==> src/rtl/cam_pkg.sv <==
// cam_pkg: definitions shared by the camera capture front-end.
//   - cam_state_e   : capture FSM states
//   - QQVGA_*       : default frame geometry (160 x 120 = 19200 pixels)
//   - RGB332_*_LSB  : bit positions of the R/G/B fields in a stored pixel
//   - pack_rgb332() : assembles an RGB332 byte from its three fields
package cam_pkg;

  typedef enum logic [2:0] {
    ST_IDLE    = 3'd0,
    ST_ARM     = 3'd1,
    ST_SYNC    = 3'd2,
    ST_CAPTURE = 3'd3,
    ST_DONE    = 3'd4
  } cam_state_e;

  localparam int QQVGA_H      = 160;
  localparam int QQVGA_V      = 120;
  localparam int QQVGA_PIXELS = 19200;

  // RGB332 layout: {R[2:0], G[2:0], B[1:0]}
  localparam int RGB332_R_LSB = 5;
  localparam int RGB332_G_LSB = 2;
  localparam int RGB332_B_LSB = 0;

  function automatic logic [7:0] pack_rgb332(input logic [2:0] r,
                                             input logic [2:0] g,
                                             input logic [1:0] b);
    logic [7:0] px;
    px = '0;
    px[RGB332_R_LSB +: 3] = r;
    px[RGB332_G_LSB +: 3] = g;
    px[RGB332_B_LSB +: 2] = b;
    return px;
  endfunction

endpackage

==> src/rtl/rgb565_to_332.sv <==
// rgb565_to_332: turns a camera RGB565 byte pair into one RGB332 pixel.
// The first byte (phase 0) carries R[4:0],G[5:3]; only the top three bits of
// each field are kept in a small latch. The second byte (phase 1) carries
// G[2:0],B[4:0]; its B[4:3] completes the pixel combinationally, so pixel_o
// is valid in the cycle the phase-1 byte is on byte_i.
// Ports:
//   clk, rst_n  : clock, asynchronous active-low reset
//   byte_vld_i  : byte_i holds a camera byte this cycle
//   phase_i     : 0 = first byte of the pair, 1 = second byte
//   byte_i      : camera byte
//   pixel_o     : RGB332 pixel, meaningful while the phase-1 byte is present
module rgb565_to_332
  import cam_pkg::*;
(
  input  logic       clk,
  input  logic       rst_n,
  input  logic       byte_vld_i,
  input  logic       phase_i,
  input  logic [7:0] byte_i,
  output logic [7:0] pixel_o
);

  logic [2:0] r_q;
  logic [2:0] g_q;

  always_ff @(posedge clk or negedge rst_n) begin
    if (!rst_n) begin
      r_q <= '0;
      g_q <= '0;
    end else if (byte_vld_i && !phase_i) begin
      r_q <= byte_i[7:5];
      g_q <= byte_i[2:0];
    end
  end

  assign pixel_o = pack_rgb332(r_q, g_q, byte_i[4:3]);

endmodule

==> src/rtl/cam_capture.sv <==
// cam_capture: captures one frame of RGB565 byte pairs per start request,
// converts each pixel to RGB332 and writes it into the frame buffer.
// Ports:
//   clk, rst_n        : camera pixel clock, asynchronous active-low reset
//   start             : one-cycle capture request (ignored while busy)
//   vsync, href       : camera sync signals, synchronous to clk
//   px_data           : camera byte bus
//   mem_wr_en         : one-cycle frame-buffer write strobe
//   mem_addr/mem_data : write address and RGB332 pixel, valid with mem_wr_en
//   busy              : capture in progress (ARM, SYNC, CAPTURE)
//   done              : frame stored; held until the next accepted start
//   frame_err         : with done, the frame had a short line or too few lines
module cam_capture
  import cam_pkg::*;
#(
  parameter int H_PIX   = QQVGA_H,
  parameter int V_LINES = QQVGA_V,
  parameter int ADDR_W  = $clog2(QQVGA_PIXELS)
) (
  input  logic              clk,
  input  logic              rst_n,
  input  logic              start,
  input  logic              vsync,
  input  logic              href,
  input  logic [7:0]        px_data,
  output logic              mem_wr_en,
  output logic [ADDR_W-1:0] mem_addr,
  output logic [7:0]        mem_data,
  output logic              busy,
  output logic              done,
  output logic              frame_err
);

  localparam int COL_W  = $clog2(H_PIX + 1);
  localparam int LINE_W = $clog2(V_LINES + 1);
  localparam logic [COL_W-1:0]  COL_MAX   = COL_W'(H_PIX);
  localparam logic [LINE_W-1:0] LINE_MAX  = LINE_W'(V_LINES);
  localparam logic [ADDR_W-1:0] LINE_STEP = ADDR_W'(H_PIX);

  cam_state_e state_q, state_d;

  logic              vsync_q, href_q, phase_q, short_q;
  logic [COL_W-1:0]  col_q;
  logic [LINE_W-1:0] line_q;
  logic [ADDR_W-1:0] wr_addr_q, base_q;
  logic              mem_wr_en_q, busy_q, done_q, frame_err_q;
  logic [ADDR_W-1:0] mem_addr_q;
  logic [7:0]        mem_data_q;

  logic       vsync_rise, href_fall, capturing, byte_vld, pix_done, in_window;
  logic [7:0] pixel;

  assign vsync_rise = vsync & ~vsync_q;
  assign href_fall  = ~href & href_q;
  assign capturing  = (state_q == ST_CAPTURE);
  assign byte_vld   = capturing & href;
  assign pix_done   = byte_vld & phase_q;
  assign in_window  = (col_q < COL_MAX) && (line_q < LINE_MAX);

  rgb565_to_332 u_conv (
    .clk        (clk),
    .rst_n      (rst_n),
    .byte_vld_i (byte_vld),
    .phase_i    (phase_q),
    .byte_i     (px_data),
    .pixel_o    (pixel)
  );

  always_comb begin
    state_d = state_q;
    case (state_q)
      ST_IDLE:    if (start)      state_d = ST_ARM;
      ST_ARM:     if (vsync)      state_d = ST_SYNC;
      ST_SYNC:    if (!vsync)     state_d = ST_CAPTURE;
      ST_CAPTURE: if (vsync_rise) state_d = ST_DONE;
      ST_DONE:    if (start)      state_d = ST_ARM;
      default:                    state_d = ST_IDLE;
    endcase
  end

  // Status outputs are registered from the next state so busy/done change
  // exactly one cycle after the deciding input is sampled.
  always_ff @(posedge clk or negedge rst_n) begin
    if (!rst_n) begin
      state_q     <= ST_IDLE;
      busy_q      <= 1'b0;
      done_q      <= 1'b0;
      frame_err_q <= 1'b0;
    end else begin
      state_q <= state_d;
      busy_q  <= (state_d == ST_ARM) || (state_d == ST_SYNC) ||
                 (state_d == ST_CAPTURE);
      done_q  <= (state_d == ST_DONE);
      if (capturing && vsync_rise)
        frame_err_q <= short_q | (line_q < LINE_MAX);
      else if (state_d != ST_DONE)
        frame_err_q <= 1'b0;
    end
  end

  // Counters and address generator. SYNC holds everything cleared so the
  // first CAPTURE cycle starts at line 0, column 0, address 0.
  always_ff @(posedge clk or negedge rst_n) begin
    if (!rst_n) begin
      vsync_q     <= 1'b0;
      href_q      <= 1'b0;
      phase_q     <= 1'b0;
      short_q     <= 1'b0;
      col_q       <= '0;
      line_q      <= '0;
      wr_addr_q   <= '0;
      base_q      <= '0;
      mem_wr_en_q <= 1'b0;
      mem_addr_q  <= '0;
      mem_data_q  <= '0;
    end else begin
      vsync_q     <= vsync;
      href_q      <= href;
      mem_wr_en_q <= 1'b0;
      if (state_q == ST_SYNC) begin
        phase_q   <= 1'b0;
        short_q   <= 1'b0;
        col_q     <= '0;
        line_q    <= '0;
        wr_addr_q <= '0;
        base_q    <= '0;
      end else if (capturing) begin
        // href low realigns the byte pair, dropping any odd trailing byte
        phase_q <= href ? ~phase_q : 1'b0;
        if (pix_done) begin
          if (col_q < COL_MAX) col_q <= col_q + 1'b1;
          if (in_window) begin
            mem_wr_en_q <= 1'b1;
            mem_addr_q  <= wr_addr_q;
            mem_data_q  <= pixel;
            wr_addr_q   <= wr_addr_q + 1'b1;
          end
        end
        // pix_done needs href high, so it never coincides with a falling edge
        if (href_fall) begin
          if (line_q < LINE_MAX) begin
            line_q    <= line_q + 1'b1;
            if (col_q < COL_MAX) short_q <= 1'b1;
            base_q    <= base_q + LINE_STEP;
            wr_addr_q <= base_q + LINE_STEP;
          end
          col_q <= '0;
        end
      end
    end
  end

  assign mem_wr_en = mem_wr_en_q;
  assign mem_addr  = mem_addr_q;
  assign mem_data  = mem_data_q;
  assign busy      = busy_q;
  assign done      = done_q;
  assign frame_err = frame_err_q;

endmodule

==> config.mk <==
export PLATFORM = sky130hd
export DESIGN_NAME = cam_capture
export DESIGN_NICKNAME = d
export VERILOG_FILES = /design/src/rtl/cam_pkg.sv /design/src/rtl/rgb565_to_332.sv /design/src/rtl/cam_capture.sv
export SDC_FILE = /design/constraint.sdc
export NUM_CORES = 1
export LEC_CHECK = 0
export ABC_AREA = 0
export CAP_MARGIN = 15
export CORE_MARGIN = 2
export CORE_UTILIZATION = 40
export CTS_BUF_LIST = sky130_fd_sc_hd__clkbuf_4 sky130_fd_sc_hd__clkbuf_8 sky130_fd_sc_hd__clkbuf_16
export DETAILED_ROUTE_END_ITERATION = 7
export MAX_ROUTING_LAYER = met4
export PLACE_DENSITY_LB_ADDON = 0.05
export SETUP_SLACK_MARGIN = 0.02
export SLEW_MARGIN = 20
export SYNTH_ARGS = -nofsm -noshare
export SYNTH_HDL_FRONTEND = slang
export SYNTH_SLANG_ARGS = --single-unit
export TNS_END_PERCENT = 5
==> constraint.sdc <==
create_clock -name clk -period 3.46 [get_ports clk]
set_input_delay 0.692 -clock clk [delete_from_list [all_inputs] [get_ports clk]]
set_output_delay 0.692 -clock clk [all_outputs]
set_load 0.1 [all_outputs]
==> results of run 1 <==
-- sequential cells by signal (all words and copies together), names as in the netlist --
signal / count
short_q: 1
u_conv.r_q: 3
href_q: 1
u_conv.g_q: 3
frame_err: 1
mem_wr_en: 1
phase_q: 1
col_q: 8
wr_addr_q: 15
busy: 1
vsync_q: 1
line_q: 7
base_q: 10
done: 1
state_q: 3
mem_data: 8
mem_addr: 15
-- layer usage --
layer / track usage, % / up-vias / wire (um)
met2: 26.03 / 58 / 3721
met5: - / - / 0
met4: 5.301 / 0 / 53
met1: 26.74 / 1446 / 4311
li1: - / 1441 / -
met3: 2.553 / 6 / 302
-- area by class of cell --
type | count | area [um^2]
fill | 887 | 4745
tap | 111 | 138.9
clock inverter | 6 | 47.55
clock buffer | 10 | 137.6
inverter | 1 | 3.754
multi-input combinational | 288 | 1693
sequential | 80 | 2002
timing repair buffer | 44 | 429.2
-- per-stage QoR --
stage	hold slack [ns]	power [mW]	instance area [um^2]	instances
after detailed placement	0.4464	2.672	4263	524
after CTS	0.4676	3.337	4448	540
after global placement	0.4434	2.663	4263	524
after global routing	0.4437	3.502	4452	540
after floorplan	0.3964	2.319	3779	385
final	0.3690	3.310	4452	540
-- report_power, final --
part	switching (mW)	internal, mW
Combinational	0.967	0.370
Sequential	0.189	1.12
Clock	0.371	0.290
-- path summary, 6_finish.rpt --
path / endpoint / slack [ns] / start / cells after the start
min reg2reg: mem_data[7]$_DFFE_PN0P_ / 0.47 / u_conv.r_q[2]$_DFFE_PN0P_ / 2
max in group asynchronous: line_q[2]$_DFFE_PN0P_ / 2.59 / rst_n / 1
min in group clk: mem_data[7]$_DFFE_PN0P_ / 0.47 / u_conv.r_q[2]$_DFFE_PN0P_ / 2
min: mem_data[5]$_DFFE_PN0P_ / 0.37 / rst_n / 1
max reg2reg: wr_addr_q[7]$_DFFE_PN0N_ / 1.18 / state_q[0]$_DFF_PN0_ / 5
max: mem_data[4] / 0.92 / mem_data[4]$_DFFE_PN0P_ / 1
-- logic make-up after synthesis --
kind of cell               count (synthesis)
and+or+nand+nor                          178
AOI/OAI and AO/OA                         81
DFF                                       80
xor gates and xnor gates                  18
buffers and inverters                     17
muxes                                      7
adders and majority gates                  4
-- cell usage after synthesis (2+ instances only) --
library cell  count  area, um^2
nand2_1          86       322.8
dfrtp_1          80        2002
nor2_1           35       131.4
o21ai_0          28       140.1
a21oi_1          14       70.07
xor2_1           14       122.6
nand3_1          13       65.06
nand4_1          10       62.56
a22o_1            7       61.31
clkbuf_1          7       26.28
mux2_2            7       78.83
a21o_1            6       45.04
and3_1            6       37.54
buf_2             6       30.03
ha_1              4       50.05
nor3_1            4       20.02
o2bb2ai_1         4       35.03
xnor2_1           4       35.03
a31oi_1           3       18.77
a41oi_1           3       26.28
and4_1            3       26.28
nand2b_1          3       18.77
o31ai_1           3       22.52
a22oi_1           2       15.01
nor2b_1           2       12.51
nor4_1            2       12.51
nor4_4            2       42.54
nor4b_1           2       17.52
o211ai_1          2       15.01
or3_1             2       12.51
==> results.toml, run 1 <==
[clocking]
cts_buffer_depth = 2
path_clk_slew_ns = 0.09
cts_tree = "built"
postCtsSetupBuffers = 0
cts.sinks = 80
cts_hold_buffers = 0
cts.root.buffer_cell = "clkbuf_8"
cts_buffers = 9
cts_resized = 0
htreeDepth = 3
clk_latency_ns = 0.35

[global_route]
grt-ovfl-total = 0
grt_pass1_vias = 2812
grt_pass1_wl_um = 14310
grt_usage_pct = 18.12
antenna_found_initial = 0
grt_max_degree = 81

[cells_and_area]
final_nets = 441
syn_to_final_growth_pct = 17.81
drive_above_1_share_pct = 9.091
final_util_pct = 48.41
antennaDiodeCount = 0
layout_commonest_cell = "nand2_1"
most-common-layout-cells = "nand2_1, dfrtp_1, clkdlybuf4s50_1, nor2_1, o21ai_0"

[critical_path]
crit_type = "register to output pin"
critical-path-top-delay-family = "buffers and inverters"
cp_max_fo = 2
critPathCaptureType = "output pin"
path_cells = "clkdlybuf4s50_1"
slowest_delay_ns = 1.14
cp.required_ns = 2.77
crit_buf_inv = 1
critPathSlowestCell = "clkdlybuf4s50_1"
arrival_ns = 1.85
cp-start-kind = "register"

[sta]
slew_headroom_pct = 34.01
slew_violations = 0
tns_ns = 0
setup_ws_ns = 0.9168
fmaxAchievable_ghz = 0.3932
worst_pin_slew_ns = 0.9868
final_hold_viol_count = 0
post-route-period-util_pct = 73.50
skew_ns = 0.01746
rsz0062_at_grt = "false"
min_period_ns = 2.543
setup_viol = 0

[detailed_routing]
drt_iter0_markers = 89
drt_pass1_iterations = 4
viasPerCell = 5.465
wire_per_inst_um = 15.54
num_vias = 2951
drc = 0
wirelength_um = 8389
ant_nets = 0

[worst_hold_path]
holdCritPathClass = "input pin to async pin"

[pwr]
p_leak_nw = 2.047
peakVddDrop_mv = 0.3709
powerDensity_nw_per_um2 = 743.5

[placement]
dp_slack_ns = 0.8677
gp_congestion = 0.8074
hpwl_um = 5510
io_buffers = 39

[synthesis]
async_flop_share_pct = 100.0
synth_top_family_by_area = "simple AND/OR/NAND/NOR gates"
synth_cell_types = 51
syn_area_um2 = 3779
ys_warn_count = 0
synth_xor_xnor_area_share_pct = 4.172
synthSimpleGateAreaFrac_pct = 23.08
ys_ff_latch = 80
synthAdderAreaFrac_pct = 1.325
synth_compound_area_share_pct = 14.14
postSynthCellCount = 385
avgSynthCellArea_um2 = 9.815
synth_edf_count = 0
synth_mux_area_share_pct = 2.086
ys.flop_type = "dfrtp_1"
syn_nets = 402
ys_seq_area_share_pct = 52.98

[outcome]
status = "complete, no violations"

[run]
drv_cap = 0

[floorplanning]
die_x_um = 101.2
die_area_um2 = 10240
die_h_um = 101.2
initial_core_util_pct = 41.09
rows = 35
ios = 40
coreArea_um2 = 9196
Note: power is estimated with default switching activity, not from simulation.
==> run 2, diff against run 1 <==
==> constraint.sdc (replaced) <==
create_clock -name clk -period 2.4 [get_ports clk]
set_input_delay 0.48 -clock clk [delete_from_list [all_inputs] [get_ports clk]]
set_output_delay 0.48 -clock clk [all_outputs]
set_load 0.1 [all_outputs]
==> run 2 against run 1 <==
Against the previous run: routed wire length increased by 0.85%; setup slack worse by 0.48 ns; final cell count grew 2.4%; non-clock buffer count up 13; critical path depth up 5; first-iteration DRC count is 16% higher; utilization grew 0.64 points; sequential cell count stayed put; register-to-register slack got worse by 0.70 ns; sequential share of layout area decreased by 0.59 points; critical path type is now input pin to register.
==> results.toml, run 2 (synthesis gave the netlist of run 1 again) <==
[clocking]
htreeDepth = 3
postCtsSetupBuffers = 0
clk_latency_ns = 0.36
cts_buffers = 9
cts.root.buffer_cell = "clkbuf_8"
cts_buffer_depth = 2
cts_tree = "built"
cts_resized = 0
cts.sinks = 80
path_clk_slew_ns = 0.09
cts_hold_buffers = 0

[detailed_routing]
drt_iter0_markers = 103
viasPerCell = 5.351
drc = 0
drt_pass1_iterations = 4
wire_per_inst_um = 15.30
wirelength_um = 8460
num_vias = 2959
ant_nets = 0

[global_route]
grt_pass1_vias = 2892
grt_usage_pct = 18.40
antenna_found_initial = 0
grt_pass1_wl_um = 14390
grt-ovfl-total = 0
grt_max_degree = 50

[floorplanning]
ios = 40
rows = 35
initial_core_util_pct = 41.09
die_h_um = 101.2
die_area_um2 = 10240
die_x_um = 101.2
coreArea_um2 = 9196

[critical_path]
cp-start-kind = "input pin"
crit_path_start = "href"
critPathCapture = "base_q[7]$_DFFE_PN0P_"
cp.required_ns = 2.66
reg2reg_depth = 5
r2r-end = "base_q[7]$_DFFE_PN0P_"
rrSetupSlack_ns = 0.48
crit_type = "input pin to register"
cp_max_fo = 12
critPathCaptureType = "register"
arrival_ns = 2.22
crit-reg2reg-launch = "line_q[3]$_DFFE_PN0P_"

[run]
drv_cap = 0

[sta]
min_period_ns = 1.967
post-route-period-util_pct = 81.97
setup_viol = 0
rsz0062_at_grt = "false"
tns_ns = 0
fmaxAchievable_ghz = 0.5083
skew_ns = 0.01072
final_hold_viol_count = 0
worst_pin_slew_ns = 0.5813
slew_violations = 0
slew_headroom_pct = 61.25

[worst_hold_path]
holdCritPathClass = "input pin to async pin"

[cells_and_area]
fillers = 878
syn_to_final_growth_pct = 19.37
multi_input_area_um2 = 1693
final_nets = 454
antennaDiodeCount = 0
most-common-layout-cells = "nand2_1, dfrtp_1, buf_4, nor2_1, o21ai_0"
seqCellArea_um2 = 2002
final_area_um2 = 4511
drive_above_1_share_pct = 17.87
layout_commonest_cell = "nand2_1"

[pwr]
peakVddDrop_mv = 0.4164
powerDensity_nw_per_um2 = 1091
p_leak_nw = 2.167
power_mw = 4.921

[placement]
hpwl_um = 5752
io_buffers = 39
place_area_um2 = 4305
gp_congestion = 0.8155

[outcome]
status = "complete, no violations"
[run 2: power by group]
part | internal, mW | switching, mW
combinational | 0.561 | 1.46
clock | 0.513 | 0.531
sequential | 1.62 | 0.240
total | 2.69 | 2.23
[run 2: area by class of cell]
class                      count  share of cell area (%)
sequential                    80                   44.38
multi-input combinational    288                   37.53
timing repair buffer          57                   10.37
tap                          111                   3.079
clock buffer                  10                   3.051
clock inverter                 6                   1.498
inverter                       1                 0.08322
[run 2: worst min path at each step]
| stage | endpoint | cells after the start | slack (ns) | startpoint |
|---|---|---|---|---|
| 2_1_floorplan | base_q[10]$_DFFE_PN0P_ | 0 | 0.18 | rst_n |
| 3_3_place_gp | mem_data[4]$_DFFE_PN0P_ | 2 | 0.44 | u_conv.g_q[2]$_DFFE_PN0P_ |
| 3_5_place_dp | mem_data[3]$_DFFE_PN0P_ | 1 | 0.45 | rst_n |
| 4_1_cts | mem_data[3]$_DFFE_PN0P_ | 1 | 0.06 | rst_n |
| 5_1_grt | mem_data[3]$_DFFE_PN0P_ | 1 | 0.07 | rst_n |
| 6_report | mem_data[3]$_DFFE_PN0P_ | 1 | 0.05 | rst_n |
[run 2: layer usage]
layer | up-vias | wire length (um) | track usage [%]
met5 | - | 0 | -
met1 | 1420 | 4251 | 26.56
met4 | 0 | 119 | 5.301
met3 | 10 | 365 | 3.382
li1 | 1458 | - | -
met2 | 71 | 3723 | 26.59
[run 2: critical path: stages]
cell             delay [ns]
clkdlybuf4s50_1        0.49
nand2b_1               0.22
o21ai_2                0.27
nand2_1                0.33
a21o_1                 0.25
a22o_1                 0.17
[run 2: stage by stage]
step	std cells	util (%)	hold WS, ns	worst slack, ns
detailed placement	537	46.82	0.4481	0.04666
floorplan	385	-	0.1844	0.6755
global placement	537	46.82	0.4423	0.1440
global route	553	49.05	0.06813	0.2867
finish	553	49.05	0.04544	0.4326
CTS	553	49.05	0.05517	0.4275
==> run 3, diff against run 2 <==
==> constraint.sdc (replaced) <==
create_clock -name clk -period 2 [get_ports clk]
set_input_delay 0.4 -clock clk [delete_from_list [all_inputs] [get_ports clk]]
set_output_delay 0.4 -clock clk [all_outputs]
set_load 0.1 [all_outputs]
==> run 3 against run 2 <==
Against the previous run: sequential cell count unchanged; clock-buffer cell count unchanged; critical path depth unchanged; total power up 22%; register-to-register slack worse by 0.28 ns; global-route usage up 0.18 points; clock skew up 0.0018 ns; critical path type is now register to register; largest power group unchanged; highest routed layer unchanged.
==> results.toml, run 3 (synthesis gave the netlist of run 1 again) <==
[clocking]
cts_buffer_depth = 2
cts.sinks = 80
path_clk_slew_ns = 0.09
clk_latency_ns = 0.36
htreeDepth = 3
cts_hold_buffers = 0
cts_resized = 0
cts.root.buffer_cell = "clkbuf_8"
cts_tree = "built"
cts_buffers = 9
postCtsSetupBuffers = 0

[placement]
hpwl_um = 5905
io_buffers = 39
gp_congestion = 0.8026

[sta]
slew_headroom_pct = 67.64
skew_ns = 0.01252
post-route-period-util_pct = 89.85
min_period_ns = 1.797
rsz0062_at_grt = "false"
setup_viol = 0
worst_pin_slew_ns = 0.4817
tns_ns = 0
hold_ws_ns = 0.06062
slew_violations = 0
fmaxAchievable_ghz = 0.5565
final_hold_viol_count = 0

[detailed_routing]
wirelength_um = 8601
drt_pass1_iterations = 6
num_vias = 3000
ant_nets = 0
drt_iter0_markers = 91
wire_per_inst_um = 15.22
drc = 0
viasPerCell = 5.310

[cells_and_area]
syn_to_final_growth_pct = 22.15
drive_above_1_share_pct = 20.04
layout_commonest_cell = "nand2_1"
multi_input_area_um2 = 1693
antennaDiodeCount = 0
fillers = 889
seqCellArea_um2 = 2002
most-common-layout-cells = "nand2_1, dfrtp_1, buf_4, nor2_1, o21ai_0"
final_nets = 466

[pwr]
p_leak_nw = 2.237
peakVddDrop_mv = 0.6640
powerDensity_nw_per_um2 = 1300

[critical_path]
critical-path-top-delay-family = "compound AO/OA/AOI/OAI gates"
cp.required_ns = 2.27
cp_max_fo = 6
crit_type = "register to register"
arrival_ns = 2.06
critPathSlowestCell = "dfrtp_1"
path_cells = "o21a_2 > nor4_4 > buf_4 > nand4_1 > o22a_1 > o21ai_0"
crit_buf_inv = 1
critPathCaptureType = "register"
slowest_delay_ns = 0.44
cp-start-kind = "register"

[run]
drv_cap = 0

[outcome]
status = "complete, no violations"

[worst_hold_path]
holdCritPathClass = "input pin to async pin"

[global_route]
grt_max_degree = 81
grt_pass1_vias = 2975
antenna_found_initial = 0
grt-ovfl-total = 0
grt_usage_pct = 18.59
grt_pass1_wl_um = 14580

[floorplanning]
coreArea_um2 = 9196
die_h_um = 101.2
die_area_um2 = 10240
rows = 35
ios = 40
die_x_um = 101.2
initial_core_util_pct = 41.09
==> run 3: final timing paths <==
kind                                            end  slack, ns                      start  depth (start not counted)
min in group clk                   href_q$_DFF_PN0_       0.29                       href                          1
setup / recovery           wr_addr_q[5]$_DFFE_PN0N_       0.20       col_q[5]$_DFFE_PN0P_                          6
hold / removal              mem_data[3]$_DFFE_PN0P_       0.06                      rst_n                          2
setup reg to reg           wr_addr_q[5]$_DFFE_PN0N_       0.20       col_q[5]$_DFFE_PN0P_                          6
max in group asynchronous   mem_addr[3]$_DFFE_PN0P_       1.60                      rst_n                          2
hold reg to reg             mem_data[7]$_DFFE_PN0P_       0.46  u_conv.r_q[2]$_DFFE_PN0P_                          2
==> run 3: per-layer routing <==
layer	GRT usage (%)	vias to the layer above	share of wire, %
met4	6.549	0	1.4
met3	2.761	8	3.4
li1	-	1489	-
met5	-	-	0
met1	25.46	1449	51
met2	28.32	54	45
==> run 3: layout make-up <==
class                      instances  share of cell area [%]
clock inverter                     6                   1.464
tap                              111                   3.009
clock buffer                      10                   2.982
inverter                           1                 0.08132
timing repair buffer              69                   12.42
sequential                        80                   43.37
multi-input combinational        288                   36.68
==> run 3: worst register-to-register path: stages, from the launching register on <==
cell     delay, ns
dfrtp_1       0.44
o21a_2        0.31
nor4_4        0.35
buf_4         0.19
nand4_1       0.09
o22a_1        0.18
o21ai_0       0.14
==> run 3: through the flow <==
step           util [%]  power [mW]  cells  worst slack, ns  area (um^2)
2_1_floorplan         -       4.012    385           0.2755         3779
3_3_place_gp      47.93       4.782    549         -0.07316         4408
3_5_place_dp      47.93       4.814    549          -0.1463         4408
4_1_cts           50.16       6.066    565           0.1400         4613
5_1_grt           50.19       6.336    565          0.06530         4616
6_report          50.19       5.999    565           0.2030         4616
==> run 3: report_power, final <==
part	switching [mW]	internal, mW
logic	1.77	0.771
registers	0.268	1.94
clock network	0.626	0.615
total	2.67	3.33
==> RTL change 1 (config.mk and constraints of run 3) <==
Re-encode `cam_state_e` (5 states) as Gray code, 3 bits wide.
--- a/src/rtl/cam_pkg.sv
+++ b/src/rtl/cam_pkg.sv
@@ -6,11 +6,11 @@
 package cam_pkg;
 
   typedef enum logic [2:0] {
-    ST_IDLE    = 3'd0,
-    ST_ARM     = 3'd1,
-    ST_SYNC    = 3'd2,
-    ST_CAPTURE = 3'd3,
-    ST_DONE    = 3'd4
+    ST_IDLE    = 3'b000,
+    ST_ARM     = 3'b001,
+    ST_SYNC    = 3'b011,
+    ST_CAPTURE = 3'b010,
+    ST_DONE    = 3'b110
   } cam_state_e;
 
   localparam int QQVGA_H      = 160;
Formal check against the unedited RTL: no difference found for any inputs over 10 cycles, from zero or initial values and one cycle with rst_n low; not proved beyond that.
==> RTL change 1 against run 3 <==
- clock skew fell by 0.0015 ns
- setup slack got worse by 0.020 ns
- die area fell by 1.1%
- routed wire length fell by 5.3%
- sequential cell count did not move
- global-route usage fell by 0.47 points
- hold slack improved by 0.41 ns
- total power rose by 5.6%
- area after synthesis fell by 1.1%
- design area fell by 1.2%
- via count fell by 0.80%
==> RTL change 1: results (changes against run 3) <==
nets in the synthesized netlist 404 (+0.50%); Final Hold Slack 0.468 ns (+0.408 ns); RD Place Congestion 0.835 (+4.0%); outcome completed; largest voltage drop on the vdd net 0.534 mV (-20%); gate count after technology mapping 387 (+0.52%); quantity of hold-fixing buffers added after cts 1 (+1); pre-CTS worst setup slack -0.129 ns (+0.0174 ns); routing usage on met3 4.09% (+1.3 points); met3 wirelength from detailed routing 252 um (-13%); via count 2,976 (-0.80%); Leakage Power 2.19 nW (-2.2%); wire length on met1 4110 um (-5.6%); number of iterations in the first detailed-routing pass 4 (-2); via count of the first global-routing pass 2,930 (-1.5%); maximum number of pins on one net before global-route repair 36 (-56%); global-route wire length before repair 14,200 um (-2.8%); multiplexer area fraction after synthesis 2.34% (+0.26 points); net count of the finished layout 468 (+0.43%); Cell Area, Placed 4340 um^2 (-1.5%); worst r2r path cells 7 (+1); Met2 Routed Length 3700 um (-3.5%); top post-synthesis cells by count 87 x sky130_fd_sc_hd__nand2_1, 80 x sky130_fd_sc_hd__dfrtp_1, 29 x sky130_fd_sc_hd__nor2_1; Total GRT Usage 18.1% (-0.47 points); detailed-route wire length 8150 um (-5.3%); initial detailed-routing violation count 97 (+6.6%); relative slew slack 64.7% (-2.9 points); register-to-register path setup slack 0.18 ns (-0.02 ns)
## RTL change 1: changes by cell type in the layout (fill, tap and decap cells not counted), sizes merged, moves of 4 or more
| cell | delta |
|---|---|
| o21ai | +7 |
| nor2 | -6 |
| a22o | -5 |
| a21oi | -4 |
| inv | +4 |
| nand3 | +4 |
| o2bb2ai | -4 |
| xnor2 | +4 |
## RTL change 1: report_power, final
part	switching [mW]	total [mW]	internal (mW)	leakage, nW
clock network	0.657	1.26	0.603	0.100
registers	0.341	2.33	1.99	1.06
logic	1.94	2.75	0.810	1.03
## RTL change 1: worst min-delay path, stage by stage (launching register included)
cell                      delay (ns)
sky130_fd_sc_hd__dfrtp_1        0.35
sky130_fd_sc_hd__nand2_1        0.05
sky130_fd_sc_hd__nand2_1        0.05
## RTL change 1: area by class of cell
class	count	area [um^2]
clock buffers	9	124
clock inverters	7	85.1
fillers	860	4590
inverters	3	16.3
multi-input cells	288	1630
flip-flops and latches	80	2000
well taps	111	139
repair buffers	69	561
==> RTL change 2 (flow settings as in run 3) <==
Made on the original files. Change the package constant `QQVGA_V` from 120 to 240.
--- a/src/rtl/cam_pkg.sv
+++ b/src/rtl/cam_pkg.sv
@@ -14,7 +14,7 @@
   } cam_state_e;
 
   localparam int QQVGA_H      = 160;
-  localparam int QQVGA_V      = 120;
+  localparam int QQVGA_V      = 240;
   localparam int QQVGA_PIXELS = 19200;
 
   // RGB332 layout: {R[2:0], G[2:0], B[1:0]}
Check against the original RTL: same outputs for any inputs over 10 cycles, from zero or initial values and one cycle with rst_n low; that may be too few to reach the edited logic, so the function may still have changed.
==> RTL change 2 against run 3 <==
- the flow now finishes with violations (negative setup slack)
- setup slack got worse by 0.31 ns
- final cell count grew 12%
- sequential cell count up 1
- sequential share of layout area shrank 2.2 points
- routed wire length increased by 7.2%
- total power is 1.5% higher
- count of clock-buffer cells in the layout decreased by 1
- synthesized cell count grew 6.0%
- area after synthesis up 1.1%
- design area rose by 6.8%
- critical path type unchanged
- critical endpoint is now wr_addr_q[9]$_DFFE_PN0N_
- largest cell class unchanged
==> RTL change 2: results (changes against run 3) <==
post-synthesis compound-gate area fraction 13.6% (-0.54 points); net count of the finished layout 515 (+11%); violated checks negative setup slack; nets in the synthesized netlist 425 (+5.7%); sw power 2.74 mW (+2.7%); pin slew with the least headroom to its limit 0.512 ns (+0.0301 ns); Final Hold Slack 0.0446 ns (-0.0160 ns); via count of the first global-routing pass 3,161 (+6.3%); RD Place Congestion 0.832 (+3.7%); placed wire-length estimate 6550 um (+11%); post-route setup TNS -0.111 ns (-0.111 ns); top post-synthesis cells by count 96 x sky130_fd_sc_hd__nand2_1, 81 x sky130_fd_sc_hd__dfrtp_1, 32 x sky130_fd_sc_hd__o21ai_0; largest cells by area after synthesis sky130_fd_sc_hd__dfrtp_1 53%, sky130_fd_sc_hd__nand2_1 9.4%, sky130_fd_sc_hd__o21ai_0 4.2%; worst r2r path cells 5 (-1); final number of setup-violating endpoints 1 (+1); Critical Path Max Stage Delay 0.52 ns (+0.08 ns); worst endpoint data arrival time 2.35 ns (+0.29 ns); initial detailed-routing violation count 111 (+22%); via density per instance 5.16 (-2.8%); maximum number of pins on one net before global-route repair 82 (+1.2%); cell with the largest stage delay on the worst path sky130_fd_sc_hd__or4_4; slack of the critical path -0.111 ns (-0.314 ns); global-route wire length before repair 15,500 um (+6.3%); pre-CTS worst setup slack -0.491 ns (-0.345 ns); synthesized-area fraction occupied by adder cells 1.31% (-0.014 points); number of iterations in the first detailed-routing pass 4 (-2); Clock Power Share 19.1% (-1.6 points); Worst Clk Skew 0.00791 ns (-0.00461 ns); Logic pwr share 44.9% (+2.5 points); PostCTS Resize Cnt 2 (+2); average detailed-routed wire length per instance 14.6 um (-4.0%); largest voltage drop on the vdd net 0.791 mV (+19%); outcome finished with violations; Total GRT Usage 19.8% (+1.2 points); synthesized-area fraction occupied by xor and xnor cells 3.67% (-0.50 points); fraction of layout cells with a size suffix above 1 22.9% (+2.9 points); PD cells 1240 nW/um^2 (-5.0%); Leakage Power 2.37 nW (+5.9%)
RTL change 2: cell count changes after synthesis, sizes merged, moves of 5 or more:
cell / change
xnor2: +5
clkbuf: +5
nand2: +10
buf: -5
or4: +5
xor2: -7
nor3: +5
RTL change 2: final cells by class:
| cell class | count | area [um^2] | share of cell area, % |
|---|---|---|---|
| clock buffer | 9 | 124 | 2.51 |
| clock inverter | 6 | 60.1 | 1.22 |
| inverter | 6 | 22.5 | 0.457 |
| multi-input combinational | 305 | 1750 | 35.5 |
| sequential | 81 | 2030 | 41.1 |
| tap | 129 | 161 | 3.27 |
| timing repair buffer | 95 | 786 | 15.9 |
RTL change 2: layer usage:
metal / up-vias / routed length [um] / global-route usage (%)
met1: 1576 / 4460 / 27.2
met5: - / 0 / -
met3: 12 / 341 / 3.04
met2: 61 / 4310 / 30.2
met4: 0 / 117 / 6.24
li1: 1608 / - / -
